===== src/rtl/hazard_pkg.sv =====
// hazard_pkg: forward-select encodings and stall FSM states shared by the hazard unit
package hazard_pkg;
  localparam logic [1:0] FWD_REG = 2'b00;
  localparam logic [1:0] FWD_WB  = 2'b01;
  localparam logic [1:0] FWD_MEM = 2'b10;
  typedef enum logic {RUN, LSTALL} state_t;
endpackage


===== src/rtl/fwd_sel.sv =====
// fwd_sel: priority forward mux for one ALU operand; Memory beats Writeback, x0 never forwards
module fwd_sel
  import hazard_pkg::*;
#(
  parameter int ADDR_W = 5
) (
  input  logic [ADDR_W-1:0] rs_i,
  input  logic [ADDR_W-1:0] rd_m_i,
  input  logic [ADDR_W-1:0] rd_w_i,
  input  logic              we_m_i,
  input  logic              we_w_i,
  output logic [1:0]        sel_o
);
  always_comb
    sel_o = (we_m_i && rd_m_i != '0 && rd_m_i == rs_i) ? FWD_MEM :
            (we_w_i && rd_w_i != '0 && rd_w_i == rs_i) ? FWD_WB : FWD_REG;
endmodule


===== src/rtl/hazard_ctrl_unit.sv =====
// hazard_ctrl_unit: EX forwarding, load-use / RAW stall sequencing, branch flush and saturating perf counters
module hazard_ctrl_unit
  import hazard_pkg::*;
#(
  parameter int ADDR_W   = 5,
  parameter int LOAD_LAT = 1,
  parameter int FWD_EN   = 1,
  parameter int PERF_W   = 16
) (
  input  logic              clk,
  input  logic              rst,
  input  logic [ADDR_W-1:0] RS1D,
  input  logic [ADDR_W-1:0] RS2D,
  input  logic [ADDR_W-1:0] RS1E,
  input  logic [ADDR_W-1:0] RS2E,
  input  logic [ADDR_W-1:0] RDE,
  input  logic [ADDR_W-1:0] RDM,
  input  logic [ADDR_W-1:0] RDW,
  input  logic              RegWriteE,
  input  logic              RegWriteM,
  input  logic              RegWriteW,
  input  logic              LoadE,
  input  logic              PCSrcE,
  output logic              StallF,
  output logic              StallD,
  output logic              FlushD,
  output logic              FlushE,
  output logic [1:0]        ForwardAE,
  output logic [1:0]        ForwardBE,
  output logic [PERF_W-1:0] stall_cnt,
  output logic [PERF_W-1:0] flush_cnt
);
  // the first stall cycle is spent in RUN, so LSTALL covers the remaining LOAD_LAT-1
  localparam logic [2:0] CNT_INIT = LOAD_LAT > 1 ? 3'(LOAD_LAT - 2) : 3'd0;
  state_t state_q, state_d;
  logic [2:0] cnt_q, cnt_d;
  logic [PERF_W-1:0] stall_q, flush_q;
  logic [1:0] fwd_a, fwd_b;
  logic lu_hit, raw_hit, stall, flush;
  fwd_sel #(.ADDR_W(ADDR_W)) u_fwd_a (
    .rs_i(RS1E), .rd_m_i(RDM), .rd_w_i(RDW), .we_m_i(RegWriteM), .we_w_i(RegWriteW), .sel_o(fwd_a)
  );
  fwd_sel #(.ADDR_W(ADDR_W)) u_fwd_b (
    .rs_i(RS2E), .rd_m_i(RDM), .rd_w_i(RDW), .we_m_i(RegWriteM), .we_w_i(RegWriteW), .sel_o(fwd_b)
  );
  always_comb begin
    lu_hit = LoadE && RegWriteE && RDE != '0 && (RDE == RS1D || RDE == RS2D);
    raw_hit = FWD_EN == 0 &&
      ((RS1D != '0 && ((RegWriteE && RS1D == RDE) || (RegWriteM && RS1D == RDM))) ||
       (RS2D != '0 && ((RegWriteE && RS2D == RDE) || (RegWriteM && RS2D == RDM))));
    flush = state_q == RUN && PCSrcE;
    stall = state_q == LSTALL || (!PCSrcE && (lu_hit || raw_hit));
    state_d = state_q;
    cnt_d = cnt_q;
    if (state_q == LSTALL) begin
      state_d = cnt_q == '0 ? RUN : LSTALL;
      cnt_d = cnt_q == '0 ? cnt_q : cnt_q - 3'd1;
    end else if (stall && LOAD_LAT > 1) begin
      state_d = LSTALL;
      cnt_d = CNT_INIT;
    end
  end
  always_ff @(posedge clk or negedge rst) begin
    if (!rst) begin
      state_q <= RUN;
      cnt_q <= '0;
      stall_q <= '0;
      flush_q <= '0;
    end else begin
      state_q <= state_d;
      cnt_q <= cnt_d;
      stall_q <= stall_q + PERF_W'(stall && !(&stall_q));
      flush_q <= flush_q + PERF_W'(flush && !(&flush_q));
    end
  end
  assign StallF = rst && stall;
  assign StallD = rst && stall;
  assign FlushD = rst && flush;
  assign FlushE = rst && (stall || flush);
  assign ForwardAE = (rst && FWD_EN != 0) ? fwd_a : FWD_REG;
  assign ForwardBE = (rst && FWD_EN != 0) ? fwd_b : FWD_REG;
  assign stall_cnt = stall_q;
  assign flush_cnt = flush_q;
endmodule


===== config.mk =====
export PLATFORM = sky130hd
export DESIGN_NAME = hazard_ctrl_unit
export DESIGN_NICKNAME = d
export VERILOG_FILES = /design/src/rtl/hazard_pkg.sv /design/src/rtl/fwd_sel.sv /design/src/rtl/hazard_ctrl_unit.sv
export SDC_FILE = /design/constraint.sdc
export NUM_CORES = 1
export LEC_CHECK = 0
export BUFFER_PORTS_ARGS = -buffer_cell sky130_fd_sc_hd__buf_2
export CORE_ASPECT_RATIO = 0.8
export CORE_MARGIN = 4
export CORE_UTILIZATION = 25
export CTS_BUF_LIST = sky130_fd_sc_hd__clkbuf_16
export DETAILED_ROUTE_END_ITERATION = 6
export GPL_ROUTABILITY_DRIVEN = 0
export SETUP_SLACK_MARGIN = 0.1
export SYNTH_ARGS = -nofsm -noshare
export SYNTH_HDL_FRONTEND = slang
export SYNTH_HIERARCHICAL = 1
export SYNTH_SLANG_ARGS = --single-unit
export TNS_END_PERCENT = 50

===== constraint.sdc =====
create_clock -name clk -period 2.7 [get_ports clk]
set_input_delay 0.27 -clock clk [delete_from_list [all_inputs] [get_ports clk]]
set_output_delay 0.27 -clock clk [all_outputs]
set_load 0.05 [all_outputs]

==> results of run 1 <==
## where the power goes
part | switching, µW | internal (µW)
logic | 389 | 145
registers | 95.7 | 608
clock network | 192 | 325
total | 676 | 1080
## stage by stage
step / hold slack, ns / area, µm² / power, µW
2_1_floorplan: -0.0256 / 2160 / 1060
3_5_place_dp: 0.213 / 2690 / 1240
5_1_grt: 0.499 / 2840 / 1830
4_1_cts: 0.459 / 2830 / 1770
3_3_place_gp: 0.207 / 2690 / 1240
6_report: 0.452 / 2840 / 1750
## logic make-up after synthesis
kind of cell,count (synthesis)
simple gates,87
xor+xnor,55
flops,36
compound gates,16
buf+inv,8
fa+ha+maj,7
## final cells by class
class                   instances  area, µm²
inverters                       5       18.8
flip-flops and latches         36        901
clock buffers                   5        125
repair buffers                 83        423
well taps                     112        140
fillers                       886       5610
multi-input cells             165       1230
## timing repair
action | 4_1_cts | 5_1_grt
endpoints found under the setup margin | 0 | 1
endpoints found under the hold margin | 9 | 0
resized for setup | 0 | 1
hold buffers | 1 | 0
## cells in the final DEF, fill, tap and decap left out, drive strengths merged, types with 6 or more instances in the layout
cell type,Yosys,final
buf,2,82
dfrtp,36,36
xor2,28,28
xnor2,27,27
nand2,20,20
nand3,18,18
nor3,14,14
nor2,9,9
nand4,8,8
ha,7,7
o21ai,6,6
## sequential cells by signal, indices dropped and copies added (netlist names)
name	count
flush_cnt	16
cnt_q	3
stall_cnt	16
state_q	1
## worst paths after layout
| path | from | end | slack, ns | depth (start not counted) |
|---|---|---|---|---|
| setup / recovery | flush_cnt[4]$_DFF_PN0_ | flush_cnt[14]$_DFF_PN0_ | 0.31 | 10 |
| hold / removal | rst | flush_cnt[13]$_DFF_PN0_ | 0.45 | 2 |
| setup reg to reg | flush_cnt[4]$_DFF_PN0_ | flush_cnt[14]$_DFF_PN0_ | 0.31 | 10 |
| hold reg to reg | cnt_q[0]$_DFFE_PN0P_ | cnt_q[0]$_DFFE_PN0P_ | 0.47 | 1 |
| max in group asynchronous | rst | flush_cnt[9]$_DFF_PN0_ | 1.56 | 3 |
| min in group clk | cnt_q[0]$_DFFE_PN0P_ | cnt_q[0]$_DFFE_PN0P_ | 0.47 | 1 |
## metal layers
layer / global-route usage / part of all wire
met5: 0 / 0
met4: 0.0243 / 0.0087
met3: 0.0280 / 0.051
met2: 0.169 / 0.47
met1: 0.145 / 0.47
==> flow_metrics.env, run 1 <==
export IMPL_status="complete, no violations"
export IMPL_crit_top_cell="ha_1"
export IMPL_p_leak_uw=0.00139
export IMPL_synthArstFlopShare=1.00
export IMPL_synth_compound_area_frac=0.0713
export IMPL_timing_final_crit_period_ns=2.39
export IMPL_avgSynthCellArea_um2=10.3
export IMPL_drt_iter0_drc=71
export IMPL_grt_max_degree=28
export IMPL_synth_common_cells="36 x dfrtp_1, 28 x xor2_1, 27 x xnor2_1"
export IMPL_routedWlPerCell_um=13.6
export IMPL_min_path_type="in -> async"
export IMPL_routed_via_count=1815
export IMPL_synth_mux_area_frac=0
export IMPL_synth_edf_count=0
export IMPL_start_util=0.255
export IMPL_cts_buffer_depth=2
export IMPL_gr_usage_all_layers=0.106
export IMPL_cpPeakStageDelay_ns=0.43
export IMPL_cp_max_fo=6
export IMPL_crit_type="reg -> reg"
export IMPL_fmax_mhz=419
export IMPL_die_h_um=91.1
export IMPL_synth_area_um2=2160
export IMPL_max_cap_violations=0
export IMPL_setup_viol=0
export IMPL_required_ns=2.85
export IMPL_nets=345
export IMPL_yosys_area_share_simple=0.231
export IMPL_htreeDepth=2
export IMPL_vias_per_cell=4.47
export IMPL_rsz0062_at_grt="false"
export IMPL_antennaDiodeCount=0
export IMPL_dieArea_um2=10200
export IMPL_num_rows=30
export IMPL_final_cells=406
export IMPL_crit_chain="and4_1 -> nand3_2 -> nor4_2 -> nor3_1 -> ha_1 -> ha_1 -> and3_1 -> nand2_1 -> nor2_1 -> xor2_1"
export IMPL_cts_sinks=36
export IMPL_grt_pass1_wl_um=8870
export IMPL_syn_nets=258
export IMPL_tightest_slew_ns=0.396
export IMPL_critPathSlowestCell="dfrtp_1"
export IMPL_yosys_warnings=6
export IMPL_finalHoldViolCount=0
export IMPL_numPortBuffers=81
export IMPL_hpwl_um=4390
export IMPL_path_clk_slew_ns=0.05
export IMPL_grt_antenna_before_repair=0
export IMPL_netlist_top_cells_area="dfrtp_1 42%, xor2_1 11%, xnor2_1 11%"
export IMPL_post_cts_buffers=0
export IMPL_ant_nets=0
export IMPL_finalClockSkew_ns=0.00188
export IMPL_yosysTopAreaCell="dfrtp_1"
export IMPL_maxSlewHeadroom=0.736
export IMPL_cellPowerDensity_nw_per_um2=619
export IMPL_numCtsBuffers=5
export IMPL_synthAdderAreaFrac=0.0406
export IMPL_drive_above_1_share=0.357
export IMPL_fin_ws_ns=0.311
export IMPL_report_final_slew_viol_count=0
export IMPL_critPathTopFamily="simple AND/OR/NAND/NOR gates"
export IMPL_synthToLayoutAreaGrowth_pct=31.4
export IMPL_yosysMostFrequentCell="dfrtp_1"
export IMPL_routed_wl_um=5530
export IMPL_first_pass_iters=4
export IMPL_grt_overflow=0
export IMPL_clock_latency_ns=0.27
export IMPL_ys_seq_area_frac=0.418
export IMPL_synth_cells=209
export IMPL_fin_tns_setup_ns=0
export IMPL_final_core_util=0.336
export IMPL_synth_xor_area_share=0.223
export IMPL_io_pins=82
export IMPL_crit_buf_inv=0
export IMPL_cts_root_buf="clkbuf_16"
export IMPL_drc=0
export IMPL_yosys_register_bits=36
export IMPL_numPlacedInstances=400
export IMPL_synth_top_area_frac=0.418
export IMPL_arrival_ns=2.54
export IMPL_startpoint_type="flop"
export IMPL_core_um2=8450
export IMPL_place_ws_ns=0.292
export IMPL_irDropWorstVdd_v=0.000236
export IMPL_synth_cell_types=34
export IMPL_synth_top_family_by_area="simple AND/OR/NAND/NOR gates"
export IMPL_die_w_um=112
export IMPL_endpoint_kind="flop"
export IMPL_final_period_utilization=0.885
export IMPL_cts_tree="done"
export IMPL_ys_flop_type="dfrtp_1"
export IMPL_grt_pass1_vias=1774
Note: power is estimated with default switching activity, not from simulation.
==> run 2: changes to the inputs <==
--- a/config.mk
+++ b/config.mk
@@ -6,6 +6,7 @@
 export NUM_CORES = 1
 export LEC_CHECK = 0
 export BUFFER_PORTS_ARGS = -buffer_cell sky130_fd_sc_hd__buf_2
+export CAP_MARGIN = 20
 export CORE_ASPECT_RATIO = 0.8
 export CORE_MARGIN = 4
 export CORE_UTILIZATION = 25
==> constraint.sdc (replaced) <==
create_clock -name clk -period 2.05 [get_ports clk]
set_input_delay 0.205 -clock clk [delete_from_list [all_inputs] [get_ports clk]]
set_output_delay 0.205 -clock clk [all_outputs]
set_load 0.05 [all_outputs]
==> run 2 against run 1 <==
Final cell count rose by 9.1%. Die area is the same. Worst setup slack worse by 0.25 ns. Power rose by 46%. Largest power group is now combinational cells.
==> flow_metrics.env, run 2 (synthesis gave the netlist of run 1 again) <==
export IMPL_status="complete, no violations"
export IMPL_crit_type="reg -> reg"
export IMPL_fmax_mhz=503
export IMPL_final_period_utilization=0.970
export IMPL_cts_root_buf="clkbuf_16"
export IMPL_grt_max_degree=20
export IMPL_ant_nets=0
export IMPL_drt_iter0_drc=52
export IMPL_start_util=0.255
export IMPL_required_ns=2.20
export IMPL_cts_buffer_depth=2
export IMPL_p_leak_uw=0.00162
export IMPL_die_h_um=91.1
export IMPL_grt_overflow=0
export IMPL_grt_pass1_wl_um=9840
export IMPL_fin_ws_ns=0.0619
export IMPL_io_pins=82
export IMPL_power_uw=2550
export IMPL_min_path_type="in -> async"
export IMPL_power_switching_share=0.390
export IMPL_vias_per_cell=4.48
export IMPL_irDropWorstVdd_v=0.000624
export IMPL_routed_via_count=1983
export IMPL_gr_usage_all_layers=0.118
export IMPL_crit_buf_inv=1
export IMPL_nets=379
export IMPL_rsz0062_at_grt="true"
export IMPL_layout_common_cells="81 x buf_2, 34 x buf_4, 28 x xor2_1"
export IMPL_fin_tns_setup_ns=0
export IMPL_cts_sinks=36
export IMPL_startpoint_type="flop"
export IMPL_first_pass_iters=4
export IMPL_hpwl_um=4840
export IMPL_routedWlPerCell_um=14.0
export IMPL_cpPeakStageDelay_ns=0.36
export IMPL_cp_max_fo=4
export IMPL_place_ws_ns=-0.0340
export IMPL_cts_tree="done"
export IMPL_drc=0
export IMPL_arrival_ns=2.14
export IMPL_power_frac_comb=0.380
export IMPL_p_int_uw=1560
export IMPL_dieArea_um2=10200
export IMPL_antennaDiodeCount=0
export IMPL_final_cells=443
export IMPL_finalHoldViolCount=0
export IMPL_nFillCells=863
export IMPL_crit_top_cell="ha_4"
export IMPL_core_um2=8450
export IMPL_clkPwrFrac=0.282
export IMPL_drive_above_1_share=0.538
export IMPL_max_cap_violations=0
export IMPL_htreeDepth=2
export IMPL_numCtsBuffers=5
export IMPL_die_w_um=112
export IMPL_cellPowerDensity_nw_per_um2=772
export IMPL_numPlacedInstances=422
export IMPL_crit_chain="and3_4 -> nand4_4 -> o311ai_4 -> o21ai_2 -> ha_4 -> buf_4 -> ha_4 -> nand2_4 -> nor3_2 -> xor2_1"
export IMPL_hold_slack_ns=0.356
export IMPL_report_final_slew_viol_count=0
export IMPL_setup_viol=0
export IMPL_tightest_slew_ns=0.349
export IMPL_timing_final_crit_period_ns=1.99
export IMPL_grt_antenna_before_repair=0
export IMPL_final_common_cell="buf_2"
export IMPL_numPortBuffers=81
export IMPL_num_rows=30
export IMPL_maxSlewHeadroom=0.765
export IMPL_finalClockSkew_ns=0.00565
export IMPL_path_clk_slew_ns=0.06
export IMPL_synthToLayoutAreaGrowth_pct=53.4
export IMPL_endpoint_kind="flop"
export IMPL_switchingPower_uw=995
export IMPL_critPathTopFamily="simple AND/OR/NAND/NOR gates"
export IMPL_grt_pass1_vias=2110
export IMPL_routed_wl_um=6220
export IMPL_clock_latency_ns=0.28
export IMPL_pwr_share_seq=0.339
export IMPL_critPathSlowestCell="dfrtp_2"
[run 2: changes by cell type in the layout (fill, tap and decap cells not counted), moves of 3 or more]
cell | previous run | this run
buf_4 | 1 | 34
dfrtp_1 | 36 | 19
dfrtp_2 | 0 | 17
ha_1 | 7 | 2
ha_4 | 0 | 4
nand2_1 | 20 | 16
nor2_1 | 9 | 6
nor2_2 | 0 | 3
[run 2: worst paths after layout]
kind                                        start                       to  slack (ns)  cells past startpoint
max                        stall_cnt[5]$_DFF_PN0_  stall_cnt[12]$_DFF_PN0_        0.06                     10
min                                           rst  stall_cnt[14]$_DFF_PN0_        0.36                      2
max reg2reg                stall_cnt[5]$_DFF_PN0_  stall_cnt[12]$_DFF_PN0_        0.06                     10
min reg2reg                  cnt_q[0]$_DFFE_PN0P_     cnt_q[0]$_DFFE_PN0P_        0.47                      1
max in group asynchronous                     rst  stall_cnt[10]$_DFF_PN0_        1.09                      3
min in group clk             cnt_q[0]$_DFFE_PN0P_     cnt_q[0]$_DFFE_PN0P_        0.47                      1
[run 2: power by group through the flow]
stage	Combinational (µW)	Clock, µW	Sequential [µW]
floorplan	192	0	1260
global placement	925	0	876
detailed placement	936	0	880
CTS	962	732	867
global route	1030	767	880
finish	970	720	865
[run 2: final cells by class]
cell class,instances,area (µm²),area share
clock buffer,5,125,0.0378
inverter,5,18.8,0.00567
multi-input combinational,165,1400,0.423
clock inverter,3,11.3,0.00340
tap,112,140,0.0423
timing repair buffer,117,691,0.209
sequential,36,922,0.279
[run 2: timing repair]
item,4_1_cts,5_1_grt
hold buffers,1,0
pin swaps,12,13
buffers inserted,8,4
resized for setup,3,14
hold endpoints to repair,5,0
setup endpoints to repair,12,21
[run 2: layer usage]
metal,up-vias,global-route usage,part of all wire
met5,-,0,0
met3,5,0.0373,0.057
met2,58,0.187,0.47
met4,0,0.0294,0.0066
li1,971,-,-
met1,949,0.156,0.47
[run 2: through the flow]
stage | instance area (µm²) | util
floorplan | 2280 | -
global placement | 2970 | 0.351
detailed placement | 2970 | 0.351
CTS | 3200 | 0.379
global route | 3310 | 0.392
finish | 3310 | 0.392
